`src/rtl/broadcast_medium_pkg.sv`:
```
// Shared types and default sizing for the broadcast medium scheduler.
package broadcast_medium_pkg;

    localparam int BM_N_NODES  = 4;
    localparam int BM_N_PHASES = 4;
    localparam int BM_LEN_W    = 16;
    localparam int BM_DELAY    = 1;

    typedef enum logic [1:0] {
        IDLE = 2'd0,
        RUN  = 2'd1,
        DONE = 2'd2
    } state_e;

    // Row i, column j: node i hears node j.
    typedef logic [BM_N_NODES-1:0][BM_N_NODES-1:0] adj_t;

    typedef struct packed {
        adj_t                adj;
        logic [BM_LEN_W-1:0] len;
    } phase_entry_t;

endpackage

```
`src/rtl/medium_delay_line.sv`:
```
// N-bit shift register of DEPTH stages; DEPTH == 0 is a plain wire.
module medium_delay_line #(
    parameter int W     = 4,
    parameter int DEPTH = 0
) (
    input  logic         clk,
    input  logic         rst_n,
    input  logic [W-1:0] din,
    output logic [W-1:0] dout
);

    generate
        if (DEPTH == 0) begin : g_pass
            // Clock and reset are not needed when the line has no stages.
            logic unused_ok;
            assign unused_ok = &{1'b0, clk, rst_n};
            assign dout = din;
        end else begin : g_shift
            logic [W-1:0] stage [DEPTH];

            // Shift the transmit vector one stage per cycle.
            always_ff @(posedge clk or negedge rst_n) begin
                if (!rst_n) begin
                    for (int k = 0; k < DEPTH; k++) begin
                        stage[k] <= '0;
                    end
                end else begin
                    stage[0] <= din;
                    for (int k = 1; k < DEPTH; k++) begin
                        stage[k] <= stage[k-1];
                    end
                end
            end

            assign dout = stage[DEPTH-1];
        end
    endgenerate

endmodule

```
`src/rtl/broadcast_medium_scheduler.sv`:
```
// Shared-medium model: per-phase adjacency table, phase sequencer and the
// registered OR / collision combine of the delayed transmit vector.
module broadcast_medium_scheduler
    import broadcast_medium_pkg::*;
#(
    parameter int N_NODES  = BM_N_NODES,
    parameter int N_PHASES = BM_N_PHASES,
    parameter int LEN_W    = BM_LEN_W,
    parameter int DELAY    = BM_DELAY,
    localparam int PW      = $clog2(N_PHASES)
) (
    input  logic                         clk,
    input  logic                         rst_n,
    input  logic                         cfg_we,
    input  logic [PW-1:0]                cfg_phase,
    input  logic [N_NODES*N_NODES-1:0]   cfg_adj,
    input  logic [LEN_W-1:0]             cfg_len,
    output logic                         cfg_err,
    input  logic                         start,
    input  logic                         loop_en,
    input  logic                         abort,
    input  logic [N_NODES-1:0]           tx,
    output logic [N_NODES-1:0]           rx,
    output logic [N_NODES-1:0]           collision,
    output logic [PW-1:0]                phase_idx,
    output logic                         running,
    output logic                         done
);

    localparam logic [LEN_W-1:0]   LEN_ONE    = LEN_W'(1);
    localparam logic [N_NODES-1:0] NODE_ONE   = N_NODES'(1);
    localparam logic [PW-1:0]      LAST_PHASE = PW'(N_PHASES - 1);

    state_e                       state_reg;
    logic [LEN_W-1:0]             cnt_reg;
    logic                         loop_reg;
    logic [N_NODES*N_NODES-1:0]   adj_tbl [N_PHASES];
    logic [LEN_W-1:0]             len_tbl [N_PHASES];

    logic [N_NODES-1:0]           tx_d;
    logic [N_NODES*N_NODES-1:0]   cur_adj;
    logic [LEN_W-1:0]             cur_len;
    logic                         phase_end;
    logic [N_NODES-1:0]           rx_next;
    logic [N_NODES-1:0]           collision_next;

    medium_delay_line #(
        .W     (N_NODES),
        .DEPTH (DELAY - 1)
    ) u_delay (
        .clk   (clk),
        .rst_n (rst_n),
        .din   (tx),
        .dout  (tx_d)
    );

    assign cur_adj   = adj_tbl[phase_idx];
    // A zero-length phase still occupies one cycle.
    assign cur_len   = (len_tbl[phase_idx] == '0) ? LEN_ONE : len_tbl[phase_idx];
    assign phase_end = (cnt_reg == cur_len - LEN_ONE);

    // Per-node OR of enabled sources; two or more enabled sources is a collision.
    genvar gi;
    generate
        for (gi = 0; gi < N_NODES; gi++) begin : g_node
            logic [N_NODES-1:0] hits;
            assign hits               = cur_adj[gi*N_NODES +: N_NODES] & tx_d;
            assign rx_next[gi]        = |hits;
            assign collision_next[gi] = |(hits & (hits - NODE_ONE));
        end
    endgenerate

    assign running = (state_reg == RUN);
    assign done    = (state_reg == DONE);

    // Schedule table: writable only outside RUN; a write in RUN flags cfg_err.
    always_ff @(posedge clk or negedge rst_n) begin
        if (!rst_n) begin
            cfg_err <= 1'b0;
            for (int k = 0; k < N_PHASES; k++) begin
                adj_tbl[k] <= '0;
                len_tbl[k] <= LEN_ONE;
            end
        end else begin
            cfg_err <= cfg_we && (state_reg == RUN);
            if (cfg_we && (state_reg != RUN)) begin
                adj_tbl[cfg_phase] <= cfg_adj;
                len_tbl[cfg_phase] <= cfg_len;
            end
        end
    end

    // Phase sequencer: abort wins over everything, start is ignored in RUN.
    always_ff @(posedge clk or negedge rst_n) begin
        if (!rst_n) begin
            state_reg <= IDLE;
            cnt_reg   <= '0;
            phase_idx <= '0;
            loop_reg  <= 1'b0;
        end else if (abort) begin
            state_reg <= IDLE;
            cnt_reg   <= '0;
            phase_idx <= '0;
        end else begin
            case (state_reg)
                RUN: begin
                    if (phase_end) begin
                        cnt_reg <= '0;
                        if (phase_idx != LAST_PHASE) begin
                            phase_idx <= phase_idx + 1'b1;
                        end else if (loop_reg) begin
                            phase_idx <= '0;
                        end else begin
                            state_reg <= DONE;
                        end
                    end else begin
                        cnt_reg <= cnt_reg + LEN_ONE;
                    end
                end
                default: begin
                    if (start) begin
                        state_reg <= RUN;
                        cnt_reg   <= '0;
                        phase_idx <= '0;
                        loop_reg  <= loop_en;
                    end
                end
            endcase
        end
    end

    // Registered medium outputs, silenced outside RUN and on abort.
    always_ff @(posedge clk or negedge rst_n) begin
        if (!rst_n) begin
            rx        <= '0;
            collision <= '0;
        end else if (abort || (state_reg != RUN)) begin
            rx        <= '0;
            collision <= '0;
        end else begin
            rx        <= rx_next;
            collision <= collision_next;
        end
    end

endmodule

```
`config.mk`:
```
export PLATFORM = sky130hd
export DESIGN_NAME = broadcast_medium_scheduler
export DESIGN_NICKNAME = d
export VERILOG_FILES = /design/src/rtl/broadcast_medium_pkg.sv /design/src/rtl/medium_delay_line.sv /design/src/rtl/broadcast_medium_scheduler.sv
export SDC_FILE = /design/constraint.sdc
export NUM_CORES = 1
export LEC_CHECK = 0
export CELL_PAD_IN_SITES_DETAIL_PLACEMENT = 1
export CELL_PAD_IN_SITES_GLOBAL_PLACEMENT = 2
export CORE_MARGIN = 5
export CORE_UTILIZATION = 42
export CTS_CLUSTER_DIAMETER = 80
export CTS_CLUSTER_SIZE = 40
export DETAILED_ROUTE_END_ITERATION = 10
export HOLD_SLACK_MARGIN = 0.08
export PLACE_DENSITY = 0.86
export SLEW_MARGIN = 20
export SYNTH_ARGS = -nofsm -noshare
export SYNTH_HDL_FRONTEND = slang
export SYNTH_HIERARCHICAL = 1
export SYNTH_SLANG_ARGS = --single-unit
export TNS_END_PERCENT = 30
```
`constraint.sdc`:
```
create_clock -name clk -period 5.1 [get_ports clk]
set_input_delay 0.765 -clock clk [delete_from_list [all_inputs] [get_ports clk]]
set_output_delay 0.765 -clock clk [all_outputs]
set_load 0.005 [all_outputs]
```
# After elaboration in Yosys (flattened, before gate mapping)

Index checks and enable logic that the tools add are counted.

Add/sub/neg operators: 7
Magnitude comparators: 3
Equality and inequality tests: 9
Mux-type cells: 29
Bitwise logic cells: 12
Reductions and logical operators: 17

Operators by type and width:

| operator              | count |
|---|---|
| $mux 16               | 10 |
| $bwmux 64             | 2 |
| $bmux 16 s2           | 2 |
| $and 4x4->4           | 8 |
| $demux 16 s2          | 1 |
| $reduce_or 4->1       | 8 |
| $mux 2                | 12 |
| $add 16x1->16 const B | 1 |
| $eq 16x16->1          | 1 |
| $logic_not 16->1      | 1 |
| $sub 16x1->16 const B | 1 |
| $sub 4x1->4 const B   | 4 |
| $mux 4                | 2 |
| $ge 3x3->1 const B    | 2 |
| $ne 3x3->1 const B    | 2 |
| $not 2->3             | 2 |
| $reduce_and 3->1      | 2 |
| $ne 4x2->1 const B    | 1 |
| $reduce_and 4->1      | 1 |
| $logic_and 1x1->1     | 3 |
| $lt 3x1->1 const B    | 1 |
| $ne 3x2->1 const B    | 1 |
| $reduce_bool 3->1     | 1 |
| $add 2x1->2 const B   | 1 |
| 6 further kinds       | 7 |

Register bits after elaboration: 158
Output and inout port bits: 13

# Depth between registers and ports, before layout

Depth after elaboration: 11
Gate-level depth with buffers: 19
Mapped depth without buffers: 15

# Hierarchy

Netlist, hierarchy kept.

Modules (own cells, without submodules):

| module                     | times used | cells each | area each (sq um) |
|---|---|---|---|
| broadcast_medium_scheduler | 1          | 577        | 7748.7 |
| medium_delay_line          | 1          | 4          | 30.0 |

# Worst setup path before layout

Ideal clock, no wire load.

Path kind: register to register
Start point: reg phase_idx[1]
End point: reg cnt_reg[14]
Arrival time: 3.957 ns
Data required time: 4.982 ns
Setup slack: 1.025 ns
Stages on the path, launching flop included: 17
Buffers on the path: 2
Clock period less this slack: 4.075 ns
Cells stage by stage: dfrtp_1 buf_2 buf_1 mux4_2 nor2_1 nand4_2 nor2_1 nor2_1 ha_1 xor2_1 xnor2_1 o2111ai_1 nor4_1 nand3_1 or4_4 a31o_1 a21o_1

Longest elaborated chain between the ends: 11

Ends and longest elaborated chain:

| what                                         | RTL line                          | text |
|---|---|---|
| from (decl)                                  | broadcast_medium_scheduler.sv:25  | `output logic [PW-1:0] phase_idx,` |
| from (signal assigned)                       | broadcast_medium_scheduler.sv:110 | `phase_idx <= phase_idx + 1'b1;` |
| $not 2->3 (not written as such) *            | broadcast_medium_scheduler.sv:59  | `assign cur_len = (len_tbl[phase_idx] == '0) ? LEN_ONE : len_tbl[phase_idx];` |
| $bmux 16 s2 *                                | broadcast_medium_scheduler.sv:59  |  |
| $mux 16 (not written as such) * (2 in a row) | broadcast_medium_scheduler.sv:59  |  |
| $logic_not 16->1                             | broadcast_medium_scheduler.sv:59  |  |
| $mux 16 *                                    | broadcast_medium_scheduler.sv:59  |  |
| $sub 16x1->16 *                              | broadcast_medium_scheduler.sv:60  | `assign phase_end = (cnt_reg == cur_len - LEN_ONE);` |
| $eq 16x16->1 *                               | broadcast_medium_scheduler.sv:60  |  |
| $mux 16 *                                    | broadcast_medium_scheduler.sv:107 | `if (phase_end) begin` |
| $mux 16 *                                    | broadcast_medium_scheduler.sv:105 | `case (state_reg)` |
| $mux 16 *                                    | broadcast_medium_scheduler.sv:100 | `end else if (abort) begin` |
| to (signal assigned)                         | broadcast_medium_scheduler.sv:117 | `cnt_reg <= cnt_reg + LEN_ONE;` |
| to (decl)                                    | broadcast_medium_scheduler.sv:35  | `logic [LEN_W-1:0] cnt_reg;` |

Mark *: on every way between the ends. The rest lies on a longest branch, timed or not. The select of a mux whose other input is x is not followed.
A chain may end at the register's enable or synchronous reset.

# Worst setup path after layout

Start point: reg phase_idx[0]
End point: reg cnt_reg[8]

The elaborated chain is that of the path after synthesis.

==> out/qor.txt <==
Status -> complete, no violations
Relative slew slack -> 0.304
Final TNS setup -> 0 ps
Clock Latency Late Sink -> 430 ps
Fin crit period -> 4630 ps
R2r setup slk -> 470 ps
Register area share after synthesis -> 0.509
GPL Wtd Cong -> 0.868
EDFF count, synth -> 0
Max Freq -> 216 MHz
Fin Clk Skew -> 9.54 ps
Most used cell, CP -> nor2_1
Clock-pin transition on the worst setup and hold timing paths -> 60 ps
CP arrival -> 4950 ps
FF/Latch Area -> 3960 um^2
Final Non-Filler Cells -> 879
Cell count after placement -> 847
PortBufs -> 56
Commonest non-fill, non-tap cell in the layout -> dfrtp_1
Peak supply drop -> 0.000257 V
Row count -> 49
Clock Path Buffers -> 2
ANT nets after route -> 0
Clock sinks -> 158
CP Max Fanout -> 17
DRC violations left -> 0
Die X -> 146 um
Layout cell share with drive strength beyond 1 -> 0.338
Min-delay worst type -> in -> async
Final nets -> 684
Ys flop type -> dfrtp_1
Global-route wire length before repair -> 32,200 um
Leak -> 3.68 nW
Commonest cells after routing, fill and taps aside -> dfrtp_1 (153), mux2_2 (129), clkdlybuf4s50_1 (55)
Clock root buffer -> clkbuf_16
CTS tree -> done
Largest stage delay on the critical path -> 640 ps
WL/cell -> 22.1 um
Final Max Slew Viols -> 0
Synth Area per Inst -> 13.4 um^2
Synth Warn # -> 6
Worst-Margin Slew -> 1040 ps
Worst Setup End Kind -> register
Area of the multi-input gates -> 3660 um^2
Total routed wirelength -> 19,400 um
DR vias/cell -> 5.73
IO Pins -> 57
H-tree Lvls -> 4
Number of DRC markers in iteration 0 -> 162
Grt ovf -> 0
Crit Path Class -> reg -> reg
FF+latch count, synth -> 158
Fillers -> 1,779
Vias -> 5,039
Final Cycle Share -> 0.909
CP max stage cell -> dfrtp_4
Hold Buf Count CTS -> 0
Crit-path cells -> mux4_2 -> nor4_2 -> nand2_2 -> nor2_1 -> nor2_1 -> ha_1 -> xor2_1 -> xnor2_1 -> o2111ai_1 -> nor4_1 -> nand4_1 -> nand4b_1 -> o21ai_4 -> o21ai_0 -> a21bo_2
Total CTS buffers -> 17
Ys async rst share -> 1.00
First drt pass iteration count -> 4
Total track usage -> 0.191
Vias in the first global route -> 5,703
Post-DP HPWL -> 13,600 um
Syn_nets -> 628
Initial antenna violation count -> 0
CP required -> 5410 ps
Max_cap viols -> 0
P&R area growth vs syn -> 18.3%
Mapped Cells -> 581
Mapped cell area -> 7780 um^2
Antenna diodes -> 0
Core Area -> 18,100 um^2
Setup Viol. Count Final -> 0
Worst setup SP type -> register
RSZ-0062 raised after global routing -> no
Post-synthesis cell type count -> 66
Fin. Hold Viols -> 0
Cell area power density -> 397 nW/um^2
Largest net degree at the start of global routing -> 116
Die area -> 21,300 um^2
Initial core utilization -> 0.430
Die H -> 146 um
## path summary, 6_finish.rpt
path / cells after the start / end / start
worst max-delay path: 15 / cnt_reg[8]$_DFFE_PN0P_ / phase_idx[0]$_DFFE_PN0P_
worst min-delay path: 1 / adj_tbl[16]$_DFFE_PN0P_ / rst_n
worst max register to register: 15 / cnt_reg[8]$_DFFE_PN0P_ / phase_idx[0]$_DFFE_PN0P_
worst min register to register: 1 / len_tbl[37]$_DFFE_PN0P_ / len_tbl[37]$_DFFE_PN0P_
max in group asynchronous: 2 / len_tbl[32]$_DFFE_PN1P_ / rst_n
min in group clk: 1 / len_tbl[37]$_DFFE_PN0P_ / len_tbl[37]$_DFFE_PN0P_
## Yosys cell counts, types with 2 or more instances
cell | number | area share
a211oi_1 | 2 | 0.0019
a21oi_1 | 10 | 0.0064
a22o_1 | 2 | 0.0023
a32o_1 | 2 | 0.0026
and3_1 | 7 | 0.0056
buf_1 | 5 | 0.0024
buf_2 | 2 | 0.0013
buf_4 | 5 | 0.0048
clkbuf_1 | 15 | 0.0072
dfrtp_1 | 154 | 0.50
dfstp_2 | 4 | 0.014
ha_1 | 3 | 0.0048
inv_1 | 4 | 0.0019
maj3_1 | 4 | 0.0051
mux2_2 | 129 | 0.19
mux4_1 | 6 | 0.020
mux4_2 | 26 | 0.075
nand2_1 | 39 | 0.019
nand2b_1 | 11 | 0.0088
nand3_1 | 12 | 0.0077
nand4_1 | 5 | 0.0040
nand4b_1 | 2 | 0.0023
nor2_1 | 24 | 0.012
nor2b_1 | 4 | 0.0032
nor3_1 | 12 | 0.0077
nor3b_1 | 2 | 0.0019
nor4_1 | 2 | 0.0016
nor4_2 | 2 | 0.0032
o2111ai_1 | 2 | 0.0023
o21ai_0 | 9 | 0.0058
o21ai_2 | 2 | 0.0023
o2bb2ai_1 | 4 | 0.0045
o311ai_0 | 2 | 0.0023
o31ai_1 | 3 | 0.0029
or2_2 | 4 | 0.0032
or3_1 | 6 | 0.0048
or4_1 | 3 | 0.0029
or4_4 | 2 | 0.0029
xnor2_1 | 17 | 0.019
xor2_1 | 6 | 0.0068
## layer usage
layer  vias to the layer above  global-route usage  share of wire
li1                       2282                   -              -
met1                      2679               0.261           0.46
met2                        67               0.316           0.50
met3                        11              0.0431          0.029
met4                         0              0.0395         0.0077
met5                         -                   0              0
## cell type report
class,instances,area share
Sequential cell,158,0.431
Multi-Input combinational cell,390,0.398
Timing Repair Buffer,66,0.0708
Clock buffer,19,0.0481
Tap cell,229,0.0311
Clock inverter,13,0.0194
Inverter,4,0.00163
## where the power goes
part	leakage, nW	total, mW	switching [mW]	internal (mW)
clock	0.300	1.34	0.541	0.798
sequential	1.93	1.62	0.126	1.50
combinational	1.46	0.696	0.322	0.374
total	3.68	3.66	0.989	2.67
## critical path, delay by kind of cell (launching register included)
kind / cells / cell delay (ps)
simple gates: 7 / 1720
compound gates: 4 / 950
flops: 1 / 640
mux: 1 / 620
xor+xnor: 2 / 350
fa+ha+maj: 1 / 220
## timing repair
action / CTS / global route
endpoints found under the setup margin: 0 / 9
setup buffers: 0 / 0
hold endpoints to repair: 0 / 0
gates resized for setup: 0 / 2
## stage by stage
| stage | worst slack (ps) | total power, mW | cell area, um^2 | hold slack, ps | utilization |
|---|---|---|---|---|---|
| 2_1_floorplan | 1030 | 2.09 | 7780 | 469 | - |
| 3_3_place_gp | 376 | 2.27 | 8570 | 479 | 0.474 |
| 3_5_place_dp | 207 | 2.34 | 8570 | 488 | 0.474 |
| 4_1_cts | 179 | 3.70 | 9190 | 503 | 0.508 |
| 5_1_grt | 76.4 | 3.85 | 9200 | 489 | 0.509 |
| 6_report | 466 | 3.66 | 9200 | 424 | 0.509 |
## cells by family (layout without fill, tap and decap cells)
| family | Yosys count | in the layout | synth area share |
|---|---|---|---|
| AOI/OAI and AO/OA | 53 | 53 | 0.0499 |
| xor gates and xnor gates | 23 | 23 | 0.0259 |
| and+or+nand+nor | 146 | 146 | 0.101 |
| adders and majority gates | 7 | 7 | 0.00997 |
| DFF | 158 | 158 | 0.509 |
| buffers and inverters | 33 | 102 | 0.0217 |
| muxes | 161 | 161 | 0.282 |
(Power assumes the default switching activity.)
